**src/rtl/gate_accum.sv**
```systemverilog
// gate_accum: applies one bitwise gate (AND/OR/XOR and their complements)
// across a frame of n_ops operands received over a valid/ready input.
// The result is presented on a registered valid/ready output.
//
// Ports:
//   clk, rst_n           rising-edge clock, asynchronous active-low reset
//   start, op, n_ops     frame request; sampled only in IDLE
//   in_valid, in_data    operand stream; in_ready is high in ACC
//   out_valid, out_ready result handshake
//   out_data, out_count  frame result and operand count, held until taken
//   busy                 high while a frame is in ACC or DONE
//   err                  one-cycle pulse on a start with an illegal n_ops
module gate_accum #(
    parameter int unsigned WIDTH = 8,
    parameter int unsigned N_MAX = 8,
    parameter int unsigned CNT_W = $clog2(N_MAX + 1)
) (
    input  logic             clk,
    input  logic             rst_n,
    input  logic             start,
    input  logic [2:0]       op,
    input  logic [CNT_W-1:0] n_ops,
    input  logic             in_valid,
    input  logic [WIDTH-1:0] in_data,
    output logic             in_ready,
    output logic             out_valid,
    input  logic             out_ready,
    output logic [WIDTH-1:0] out_data,
    output logic [CNT_W-1:0] out_count,
    output logic             busy,
    output logic             err
);

    typedef enum logic [1:0] {
        S_IDLE = 2'd0,
        S_ACC  = 2'd1,
        S_DONE = 2'd2
    } state_e;

    state_e           state_q, state_d;
    logic [2:0]       op_q, op_d;
    logic [CNT_W-1:0] n_q, n_d;
    logic [CNT_W-1:0] cnt_q, cnt_d;
    logic [WIDTH-1:0] acc_q, acc_d;
    logic [WIDTH-1:0] out_data_q, out_data_d;
    logic [CNT_W-1:0] out_count_q, out_count_d;
    logic             in_ready_q, in_ready_d;
    logic             out_valid_q, out_valid_d;
    logic             busy_q, busy_d;
    logic             err_q, err_d;

    // Scratch values for the operand being accepted this cycle
    logic [WIDTH-1:0] acc_new;
    logic [CNT_W-1:0] cnt_inc;
    logic             invert;

    // State and output registers
    always_ff @(posedge clk or negedge rst_n) begin
        if (!rst_n) begin
            state_q     <= S_IDLE;
            op_q        <= 3'd0;
            n_q         <= '0;
            cnt_q       <= '0;
            acc_q       <= '0;
            out_data_q  <= '0;
            out_count_q <= '0;
            in_ready_q  <= 1'b0;
            out_valid_q <= 1'b0;
            busy_q      <= 1'b0;
            err_q       <= 1'b0;
        end else begin
            state_q     <= state_d;
            op_q        <= op_d;
            n_q         <= n_d;
            cnt_q       <= cnt_d;
            acc_q       <= acc_d;
            out_data_q  <= out_data_d;
            out_count_q <= out_count_d;
            in_ready_q  <= in_ready_d;
            out_valid_q <= out_valid_d;
            busy_q      <= busy_d;
            err_q       <= err_d;
        end
    end

    // Next-state and next-output logic
    always_comb begin
        state_d     = state_q;
        op_d        = op_q;
        n_d         = n_q;
        cnt_d       = cnt_q;
        acc_d       = acc_q;
        out_data_d  = out_data_q;
        out_count_d = out_count_q;
        err_d       = 1'b0;
        acc_new     = acc_q;
        cnt_inc     = cnt_q + CNT_W'(1);
        invert      = (op_q == 3'b011) || (op_q == 3'b100) || (op_q == 3'b101);

        unique case (state_q)
            S_IDLE: begin
                if (start) begin
                    if ((n_ops == '0) || (n_ops > CNT_W'(N_MAX))) begin
                        err_d = 1'b1;
                    end else begin
                        op_d    = op;
                        n_d     = n_ops;
                        cnt_d   = '0;
                        state_d = S_ACC;
                    end
                end
            end
            S_ACC: begin
                if (in_valid) begin
                    // First operand seeds the accumulator; later ones fold in
                    if (cnt_q == '0) begin
                        acc_new = in_data;
                    end else begin
                        case (op_q)
                            3'b001, 3'b100: acc_new = acc_q | in_data;
                            3'b010, 3'b101: acc_new = acc_q ^ in_data;
                            default:        acc_new = acc_q & in_data;
                        endcase
                    end
                    acc_d = acc_new;
                    cnt_d = cnt_inc;
                    if (cnt_inc == n_q) begin
                        out_data_d  = invert ? ~acc_new : acc_new;
                        out_count_d = n_q;
                        state_d     = S_DONE;
                    end
                end
            end
            S_DONE: begin
                if (out_ready) begin
                    state_d = S_IDLE;
                end
            end
            default: state_d = S_IDLE;
        endcase

        // Status flags are registered copies of the upcoming state
        in_ready_d  = (state_d == S_ACC);
        out_valid_d = (state_d == S_DONE);
        busy_d      = (state_d != S_IDLE);
    end

    assign in_ready  = in_ready_q;
    assign out_valid = out_valid_q;
    assign out_data  = out_data_q;
    assign out_count = out_count_q;
    assign busy      = busy_q;
    assign err       = err_q;

endmodule
```
**config.mk**
```make
export PLATFORM = sky130hd
export DESIGN_NAME = gate_accum
export DESIGN_NICKNAME = d
export VERILOG_FILES = /design/src/rtl/gate_accum.sv
export SDC_FILE = /design/constraint.sdc
export NUM_CORES = 1
export LEC_CHECK = 0
export ABC_AREA = 1
export ABC_CLOCK_PERIOD_IN_PS = 2200
export BUFFER_PORTS_ARGS = -buffer_cell sky130_fd_sc_hd__buf_2
export CAP_MARGIN = 25
export CORE_MARGIN = 1
export CORE_UTILIZATION = 50
export CTS_CLUSTER_DIAMETER = 30
export DETAILED_ROUTE_END_ITERATION = 10
export GPL_TIMING_DRIVEN = 1
export MAX_ROUTING_LAYER = met4
export PLACE_DENSITY = 0.71
export SYNTH_ARGS = -nofsm -noshare
export SYNTH_HDL_FRONTEND = slang
export SYNTH_SLANG_ARGS = --single-unit
```
**constraint.sdc**
```tcl
create_clock -name clk -period 2.2 [get_ports clk]
set_clock_uncertainty 0.1 [all_clocks]
set_input_delay 0.44 -clock clk [delete_from_list [all_inputs] [get_ports clk]]
set_output_delay 0.44 -clock clk [all_outputs]
set_load 0.03 [all_outputs]
```
After elaboration in Yosys (flattened, before gate mapping) --
Index checks and enable logic that the tools add are counted.
Word-level totals: flip-flop bits (word level) 37, latch bits 0, RAM bits 0, bits in read-only memories 0, input bits 20, output and inout port bits 16, word-level logic and storage cells 63, memories kept 0
Operators by class: add/sub/neg operators 1, multiply operators 0, divide/modulo/power cells 0, magnitude comparators 1, eq/ne operators 13, shift operators 0, mux-type cells 18, bitwise gates (word level) 5, reductions and logical operators 14
Operator list (number):
- two-way mux 8 bit | 4
- one-hot mux 8 bit (2 select lines) | 1
- two-way mux 4 bit | 3
- two-way mux 2 bit | 5
- AND 8 bit | 1
- logical NOT 4 bit | 2
- NOT 8 bit | 1
- bitwise OR 8 bit | 1
- one-hot mux 4 bit (2 select lines) | 1
- bitwise XOR 8 bit | 1
- == test 3 x 2 -> 1 bit (second input constant) | 2
- == test 3 bit (second input constant) | 2
- != test 2 bit (second input constant) | 3
- one-hot mux 2 bit (3 select lines) | 1
- AND reduction 3 bit | 2
- adder 4 x 1 -> 4 bit (second input constant) | 1
- == test 2 x 1 -> 1 bit (second input constant) | 2
- == test 2 bit (second input constant) | 2
- == test 4 bit | 1
- > comparator 4 bit (second input constant) | 1
- AND reduction 4 bit | 1
- nonzero test 2 bit | 2
- OR reduction 2 bit | 2
- == test 3 x 1 -> 1 bit (second input constant) | 1
- 5 further kinds | 9

Depth between registers and ports, before layout --
Gate-level depths: netlist of run 1.
depth in word-level cells 8, gate-level depth with buffers 12

Worst setup path before layout of run 1 --
Ideal clock, no wire load.
path kind flip-flop to flip-flop, from register cnt_q[0], to register out_data_q[6] (netlist: out_data[6]), arrival 1.564 ns, required time 1.983 ns, setup slack 0.419 ns, stages on the path, launching flop included 11, buffers on the path 1, cell sequence dfrtp_1 -> inv_1 -> ha_1 -> inv_1 -> a21oi_1 -> o211ai_1 -> nor2_1 -> nand3_2 -> buf_4 -> nand2_1 -> nand2_1
Between the ends: word-level cells in the longest chain between the ends 6, elaborated cells between the ends (all ways) 9
RTL lines:
- start, declared | RTL line 43 | logic [CNT_W-1:0] cnt_q, cnt_d;
- start signal, assigned | RTL line 75 | cnt_q <= cnt_d;
- parallel branches: the longest is 6 deep, another holds adder 4 x 1 -> 4 bit
- end signal, assigned | RTL line 77 | out_data_q <= out_data_d;
- end, declared | RTL line 45 | logic [WIDTH-1:0] out_data_q, out_data_d;
Parallel ways; which one is timed is not known. The select of a mux whose other input is x is not followed. A chain may end at the register's enable or synchronous reset.

Worst setup path after layout of run 1 --
from register cnt_q[0], to register out_data_q[1] (netlist: out_data[1])
Same word-level chain as after synthesis.

==> results.yml, run 1 <==
outcome:
  status: "finished, violations left"
  violations: "design-rule violations"
power_and_ir_drop:
  power_frac_seq: 0.284
  comb_power_share: 0.592
  p_sw_mw: 2.09
  leakage_nw: 1.59
  power.internal_mw: 1.98
  netSwitchingFraction: 0.513
  power_density_nw_per_um2: 1500
  clock_power_share: 0.123
  ir_worst_vdd_uv: 622
sta:
  setup_tns_ns: 0
  slew_viol_final: 0
  tightest_slew_ns: 0.482
  hold_viol: 0
  hold_ws_ns: 0.0781
  setup_viol: 0
  maxSlewHeadroom: 0.679
  fin_crit_ns: 1.91
  fmax_mhz: 525
  rsz0062_at_grt: "false"
  period_share: 0.866
global_routing:
  grt_pass1_wl_um: 9020
  grt.busiest_layer: "met2"
  grt_pass1_vias: 2058
  grt_max_degree: 38
  antenna_found_initial: 0
  gr-usage-met3: 0.0462
  grt_overflow: 0
  track_usage: 0.242
  grt_use_met1: 0.290
  grt_util_met2: 0.391
placement:
  place_congestion: 0.897
  hpwlAfterDp_um: 3860
  io_buffers: 35
synthesis:
  synthCells: 327
  synth.yosys.warnings: 0
  synth_fp_nets: 365
  avgSynthCellArea_sq_um: 7.17
  synthesis.area_sq_um: 2350
  synth-seq-area-share: 0.395
  synth_seq_cells: 37
  synth.distinct_cells: 25
route:
  wl_per_cell_um: 12.2
  drt_wl_total_um: 5190
  dr.pass1.iters: 8
  drt_iter0_drc: 95
  drc_errors: 7
  num_vias: 2154
  via_per_inst: 5.08
  antenna_left: 0
cts:
  cts_root_buf: "clkbuf_8"
  cts_max_level: 2
  cts_buffer_depth: 2
  clock_latency_ns: 0.29
  cts_tree: "yes"
  clock_sinks: 37
  cts_buffers: 5
  clk_pin_slew_ns: 0.08
critical_path:
  r2r_setup_slack_ns: 0.29
  crit_fanout: 11
  required_ns: 2.29
  reg2reg_to: "out_data[1]"
  ff2ff_path_depth: 10
  cp-end-kind: "register"
  startpoint_type: "register"
  worstPathArrival_ns: 1.99
  worstSetupPathType: "reg2reg"
  r2r-start: "cnt_q[0]"
finish:
  syn2layout_area_growth_pct: 15.8
  drive_gt1_frac: 0.164
  nets: 409
  final_cell_mix: "107 x nand2_1, 64 x inv_1, 38 x nand3_1"
  layout_commonest_cell: "nand2_1"
  antenna_cells: 0
floorplan:
  core_area_sq_um: 4440
  die_x_um: 70.5
  start_util: 0.528
  rows: 24
  die_area_sq_um: 4970
  io_pins: 36
  fp.dieH_um: 70.5
min_path:
  min_path_type: "in2async"
flow_run:
  drv_cap: 0
[through the flow]
step                total power [mW]  setup slack (ns)   util  area, sq um  instances
floorplan                       2.88             0.419      -         2350        327
global placement                3.50             0.285  0.587         2610        416
detailed placement              3.55             0.204  0.587         2610        416
CTS                             4.06             0.185  0.608         2700        424
global route                    4.48            0.0474  0.611         2720        424
finish                          4.07             0.294  0.611         2720        424
[final cells by class]
| cell class | instances | area, sq um |
|---|---|---|
| fill | 427 | 1730 |
| multi-input combinational | 218 | 1150 |
| sequential | 37 | 927 |
| inverter | 68 | 258 |
| timing repair buffer | 41 | 220 |
| clock buffer | 6 | 82.6 |
| tap | 52 | 65.1 |
| clock inverter | 2 | 13.8 |
[state kept, by name (all words and copies together), names as in the netlist, 2 cells and up]
| register | count |
|---|---|
| out_data | 8 |
| out_count | 4 |
| n_q | 4 |
| acc_q | 8 |
| op_q | 3 |
| state_q | 2 |
| cnt_q | 4 |
[power by group through the flow]
stage          combinational [mW]  sequential, mW  clock, mW
6_report                     2.41            1.16      0.502
5_1_grt                      2.76            1.19      0.538
4_1_cts                      2.39            1.15      0.520
3_5_place_dp                 2.38            1.16          0
3_3_place_gp                 2.34            1.16          0
2_1_floorplan                1.53            1.35          0
[synth_stat cells]
library cell	count	area, sq um
ha_1	18	225
o21ai_2	1	8.76
o211ai_1	1	7.51
clkinv_1	1	3.75
o21ai_0	16	80.1
xnor2_1	1	8.76
clkbuf_1	1	3.75
buf_4	2	15.0
inv_2	3	11.3
o21ai_1	2	10.0
dfrtp_1	37	926
inv_1	64	240
a21oi_1	5	25.0
nor2_1	8	30.0
nand2_2	3	18.8
and2_1	1	6.26
nand3_2	1	10.0
nand4_1	9	56.3
nor2_2	1	6.26
xor2_1	3	26.3
nand3_1	38	190
buf_2	1	5.00
nand3_4	1	17.5
o22ai_1	2	12.5
nand2_1	107	402
[how the worst max path moves through the flow]
stage               startpoint  slack [ns]          end  depth (start not counted)
global route          cnt_q[0]        0.05  out_data[0]                         10
CTS                   cnt_q[0]        0.18  out_data[7]                         10
detailed placement    cnt_q[0]        0.20  out_data[0]                         10
global placement      cnt_q[0]        0.29  out_data[6]                         10
floorplan             cnt_q[0]        0.42  out_data[6]                         10
finish                cnt_q[0]        0.29  out_data[1]                         10
[worst max-delay path, stage by stage (launching register included)]
cell,delay [ns]
dfrtp_2,0.41
inv_1,0.06
ha_1,0.30
inv_1,0.05
a21oi_1,0.12
o211ai_1,0.12
nor2_2,0.18
nand3_4,0.16
buf_4,0.20
nand2_1,0.06
nand2_1,0.05
[layer usage]
| layer | part of all wire | wire length, um | up-vias |
|---|---|---|---|
| li1 | - | - | 1106 |
| met3 | 0.045 | 235 | 16 |
| met2 | 0.48 | 2490 | 62 |
| met4 | 0.030 | 157 | 0 |
| met1 | 0.44 | 2310 | 970 |
| met5 | 0 | 0 | - |
[kinds of logic (layout without fill, tap and decap cells)]
group                      count (synthesis)  count (layout)  synth area share
AOI/OAI and AO/OA                         27              27            0.0613
xor gates and xnor gates                   4               4            0.0149
adders and majority gates                 18              18            0.0960
buffers and inverters                     72             117             0.119
DFF                                       37              37             0.395
and+or+nand+nor                          169             169             0.314
[what timing repair did]
item | 4_1_cts | 5_1_grt
endpoints found under the setup margin | 0 | 11
gates resized for setup | 0 | 4
hold buffers | 0 | 0
setup buffers | 0 | 0
hold endpoints to repair | 0 | 0
Power figures use the tool's default switching activity.
==> run 2: changes to the inputs <==
--- a/config.mk
+++ b/config.mk
@@ -13,4 +13,5 @@
 export CORE_UTILIZATION = 50
 export CTS_CLUSTER_DIAMETER = 30
+export CTS_CLUSTER_SIZE = 25
 export DETAILED_ROUTE_END_ITERATION = 10
 export GPL_TIMING_DRIVEN = 1
==> constraint.sdc (replaced) <==
create_clock -name clk -period 2.2 [get_ports clk]
set_clock_uncertainty 0.1 [all_clocks]
set_input_delay 0 -clock clk [delete_from_list [all_inputs] [get_ports clk]]
set_output_delay 0 -clock clk [all_outputs]
set_load 0.03 [all_outputs]
==> run 2 against run 1 <==
Compared with the run above: the run still ends with design-rule violations left; die area unchanged; final cell count is 2.6% higher; clock power is 23% higher; setup slack got worse by 0.075 ns; register-to-register slack lost 0.07 ns; via count up 1.5%; critical path depth unchanged; maximum frequency fell by 3.8%; hold slack lost 0.065 ns; critical path type unchanged; critical endpoint is now out_data[3]; largest cell class unchanged; largest power group unchanged.
==> results.yml, run 2 (same netlist as run 1, synthesis figures left out) <==
sta:
  setup_viol: 0
  setup_tns_ns: 0
  setup_ws_ns: 0.220
  hold_viol: 0
  period_share: 0.900
  fin_crit_ns: 1.98
  tightest_slew_ns: 0.838
  fmax_mhz: 505
  slew_viol_final: 0
  rsz0062_at_grt: "false"
  maxSlewHeadroom: 0.442
power_and_ir_drop:
  power.internal_mw: 2.08
  netSwitchingFraction: 0.503
  ir_worst_vdd_uv: 689
  clock_power_share: 0.147
  power_frac_seq: 0.276
  p_sw_mw: 2.11
  leakage_nw: 1.64
  comb_power_share: 0.577
  power_density_nw_per_um2: 1470
critical_path:
  cp-end-kind: "register"
  startpoint: "cnt_q[0]"
  cp-endpoint: "out_data[3]"
  cpMaxStageDelayCell: "dfrtp_1"
  r2r-start: "cnt_q[0]"
  crit_chain: "inv_1 > ha_1 > inv_1 > a21oi_1 > o211ai_1 > nor2_2 > nand3_4 > buf_4 > nand2_1 > nand2_1"
  startpoint_type: "register"
  worstPathArrival_ns: 2.07
  ff2ff_path_depth: 10
  cp_num_buf_inv: 3
  critPathMaxStageDelay_ns: 0.44
  crit_family: "simple AND/OR/NAND/NOR gates"
  worstSetupPathType: "reg2reg"
  reg2reg_to: "out_data[3]"
  crit_fanout: 11
  required_ns: 2.29
  r2r_setup_slack_ns: 0.22
  cp.depth: 10
global_routing:
  track_usage: 0.242
  grt_pass1_vias: 2063
  grt_pass1_wl_um: 8960
  antenna_found_initial: 0
  grt_max_degree: 38
  grt_overflow: 0
flow_run:
  drv_cap: 0
finish:
  syn2layout_area_growth_pct: 21.3
  final_cell_mix: "107 x nand2_1, 64 x inv_1, 38 x nand3_1"
  layout_commonest_cell: "nand2_1"
  seqCellArea_sq_um: 926
  antenna_cells: 0
  multi_input_area_sq_um: 1150
  fill_cells: 397
  drive_gt1_frac: 0.154
  nets: 420
placement:
  place_ws_ns: 0.171
  hpwlAfterDp_um: 3810
  place_congestion: 0.905
  io_buffers: 35
cts:
  cts_root_buf: "clkbuf_8"
  clock_latency_ns: 0.29
  clock_sinks: 37
  clk_pin_slew_ns: 0.08
  cts_buffers: 5
  cts_setup_buffers: 0
  cts_max_level: 2
  cts_tree: "yes"
  cts_buffer_depth: 2
floorplan:
  die_x_um: 70.5
  io_pins: 36
  core_area_sq_um: 4440
  start_util: 0.528
  die_area_sq_um: 4970
  rows: 24
  fp.dieH_um: 70.5
outcome:
  violations: "design-rule violations"
  status: "finished, violations left"
route:
  drt_iter0_drc: 125
  dr.pass1.iters: 7
  drc_errors: 7
  via_per_inst: 5.03
  drt_wl_total_um: 5370
  wl_per_cell_um: 12.3
  antenna_left: 0
  num_vias: 2187
min_path:
  min_path_type: "in2reg"
-- run 2: worst min path at each step --
stage                     from          end  slack (ns)  cells past startpoint
finish              in_data[2]  out_data[2]        0.01                      5
floorplan                rst_n     acc_q[0]       -0.40                      0
global route        in_data[5]     acc_q[5]        0.05                      5
CTS                 in_data[2]     acc_q[2]       0.009                      5
detailed placement       rst_n     acc_q[4]        0.05                      1
global placement         rst_n     acc_q[4]        0.05                      1
-- run 2: cell type report --
cell class                 instances  share of cell area
multi-input combinational        218               0.405
sequential                        37               0.325
timing repair buffer              52               0.117
inverter                          68              0.0906
clock buffer                       5              0.0242
tap                               52              0.0229
clock inverter                     3              0.0154
-- run 2: worst min-delay path: stages --
cell and delay (ns):
buf_2 0.11, nand2_1 0.07, nand3_1 0.08, nand3_1 0.07, nand2_1 0.05
-- run 2: per-layer routing --
metal | track usage | share of wire | up-vias
met5 | - | 0 | -
met4 | 0.0930 | 0.021 | 0
met2 | 0.414 | 0.49 | 57
met3 | 0.0418 | 0.047 | 11
li1 | - | - | 1122
met1 | 0.282 | 0.45 | 997
-- run 2: metrics by stage --
| step | power, mW | instances | hold slack, ns | util | area, sq um |
|---|---|---|---|---|---|
| after floorplan | 2.88 | 327 | -0.396 | - | 2350 |
| after global placement | 3.49 | 415 | 0.0459 | 0.585 | 2600 |
| after detailed placement | 3.54 | 415 | 0.0487 | 0.585 | 2600 |
| after CTS | 4.19 | 435 | 0.00933 | 0.637 | 2830 |
| after global routing | 4.58 | 435 | 0.0485 | 0.640 | 2850 |
| final | 4.19 | 435 | 0.0128 | 0.640 | 2850 |
-- run 2: timing repair --
action	CTS	global route
endpoints found under the setup margin	0	10
hold buffers	12	0
gates resized for setup	0	3
endpoints found under the hold margin	50	0
-- run 2: power groups by stage --
stage | sequential, mW | combinational, mW | clock (mW)
5_1_grt | 1.19 | 2.74 | 0.647
6_report | 1.16 | 2.41 | 0.616
3_3_place_gp | 1.16 | 2.34 | 0
2_1_floorplan | 1.35 | 1.53 | 0
4_1_cts | 1.16 | 2.40 | 0.627
3_5_place_dp | 1.17 | 2.37 | 0
==> run 3: changes to the inputs <==
HOLD_SLACK_MARGIN = 0.06   (was default)
==> run 3 against run 2 <==
Compared with the run above: the flow still finishes with violations (design-rule violations); routed wire length grew 2.3%; sequential share of layout area down 0.78 points; core utilization increased by 1.6 points; combinational power is essentially flat; non-clock buffer count increased by 7; sequential power hardly changed; clock-buffer cell count did not move; setup slack got worse by 0.0011 ns; global-route usage is 0.34 points higher; critical path type unchanged; highest routed layer unchanged.
==> results.yml, run 3 (same netlist as run 1, synthesis figures left out) <==
cts:
  clk_pin_slew_ns: 0.08
  clock_latency_ns: 0.29
  cts_max_level: 2
  clock_sinks: 37
  cts_buffer_depth: 2
  cts_root_buf: "clkbuf_8"
  cts_tree: "yes"
  cts_buffers: 5
  cts_setup_buffers: 0
critical_path:
  startpoint_type: "register"
  reg2reg_to: "out_data[3]"
  r2r-start: "cnt_q[0]"
  crit_fanout: 11
  cp-endpoint: "out_data[3]"
  r2r_setup_slack_ns: 0.22
  startpoint: "cnt_q[0]"
  worstPathArrival_ns: 2.07
  cp-end-kind: "register"
  required_ns: 2.29
  worstSetupPathType: "reg2reg"
  ff2ff_path_depth: 10
power_and_ir_drop:
  comb_power_share: 0.579
  power_mw: 4.21
  leakage_nw: 1.68
  clock_power_share: 0.146
  ir_worst_vdd_uv: 686
  netSwitchingFraction: 0.504
  power_frac_seq: 0.275
  power.internal_mw: 2.09
  power_density_nw_per_um2: 1440
  p_sw_mw: 2.12
route:
  drc_errors: 7
  wl_per_cell_um: 12.4
  drt_wl_total_um: 5490
  m1WireLength_um: 2400
  highest_layer: "met4"
  wl_met3_um: 261
  drt_iter0_drc: 147
  route.met2.wl_um: 2740
  num_vias: 2234
  via_per_inst: 5.05
  antenna_left: 0
  dr.pass1.iters: 7
floorplan:
  core_area_sq_um: 4440
  rows: 24
  io_pins: 36
  die_x_um: 70.5
  fp.dieH_um: 70.5
  die_area_sq_um: 4970
  start_util: 0.528
min_path:
  min_path_type: "in2reg"
sta:
  slew_viol_final: 0
  setup_tns_ns: 0
  setup_viol: 0
  tightest_slew_ns: 0.831
  rsz0062_at_grt: "false"
  hold_viol: 0
  period_share: 0.901
  fin_crit_ns: 1.98
  maxSlewHeadroom: 0.446
  fmax_mhz: 505
finish:
  antenna_cells: 0
  multi_input_area_sq_um: 1150
  layout_commonest_cell: "nand2_1"
  syn2layout_area_growth_pct: 24.3
  drive_gt1_frac: 0.151
  fin_util: 0.656
  final_cell_mix: "107 x nand2_1, 64 x inv_1, 38 x nand3_1"
  seqCellArea_sq_um: 926
  fill_cells: 390
  nets: 427
outcome:
  violations: "design-rule violations"
  status: "finished, violations left"
placement:
  io_buffers: 35
  hpwlAfterDp_um: 3810
  place_congestion: 0.905
global_routing:
  grt_pass1_vias: 2100
  grt_pass1_wl_um: 9090
  grt_overflow: 0
  antenna_found_initial: 0
  track_usage: 0.245
  grt_max_degree: 38
flow_run:
  drv_cap: 0
## run 3: worst max-delay path, stage by stage (launching register included)
cell	delay (ns)
dfrtp_1	0.45
inv_1	0.07
ha_1	0.31
inv_1	0.06
a21oi_1	0.12
o211ai_1	0.11
nor2_2	0.18
nand3_4	0.16
buf_4	0.21
nand2_1	0.06
nand2_1	0.06
## run 3: final cells by class
class	instances	share of cell area
Timing Repair Buffer	59	0.138
Multi-Input combinational cell	218	0.395
Clock inverter	3	0.0150
Sequential cell	37	0.318
Inverter	68	0.0884
Tap cell	52	0.0223
Clock buffer	5	0.0236
## run 3: repair_timing
item	CTS	global route
hold buffers	19	0
endpoints found under the hold margin	63	0
setup endpoints to repair	0	10
resized for setup	0	3
## run 3: power by group through the flow
stage / clock [mW] / sequential (mW) / combinational, mW
final: 0.614 / 1.16 / 2.44
after global routing: 0.645 / 1.19 / 2.76
after CTS: 0.627 / 1.16 / 2.41
after detailed placement: 0 / 1.17 / 2.37
after global placement: 0 / 1.16 / 2.34
after floorplan: 0 / 1.35 / 1.53
## run 3: per-stage QoR
| step | instances | cell area (sq um) | worst slack [ns] | hold slack, ns |
|---|---|---|---|---|
| final | 442 | 2920 | 0.219 | 0.129 |
| after global routing | 442 | 2920 | 0.000760 | 0.229 |
| after CTS | 442 | 2900 | 0.150 | 0.122 |
| after detailed placement | 415 | 2600 | 0.171 | 0.0487 |
| after global placement | 415 | 2600 | 0.279 | 0.0459 |
| after floorplan | 327 | 2350 | 0.419 | -0.396 |
## run 3: how the worst min path moves through the flow
stage               end     start  cells after the start
2_1_floorplan  acc_q[0]     rst_n                      0
5_1_grt        cnt_q[2]  in_valid                      6
3_5_place_dp   acc_q[4]     rst_n                      1
3_3_place_gp   acc_q[4]     rst_n                      1
6_report       cnt_q[3]  in_valid                      6
4_1_cts        cnt_q[3]  in_valid                      6
## run 3: metal layers
| layer | GRT usage | vias up |
|---|---|---|
| li1 | - | 1139 |
| met3 | 0.0404 | 10 |
| met4 | 0.0930 | 0 |
| met5 | - | - |
| met1 | 0.284 | 1025 |
| met2 | 0.425 | 60 |
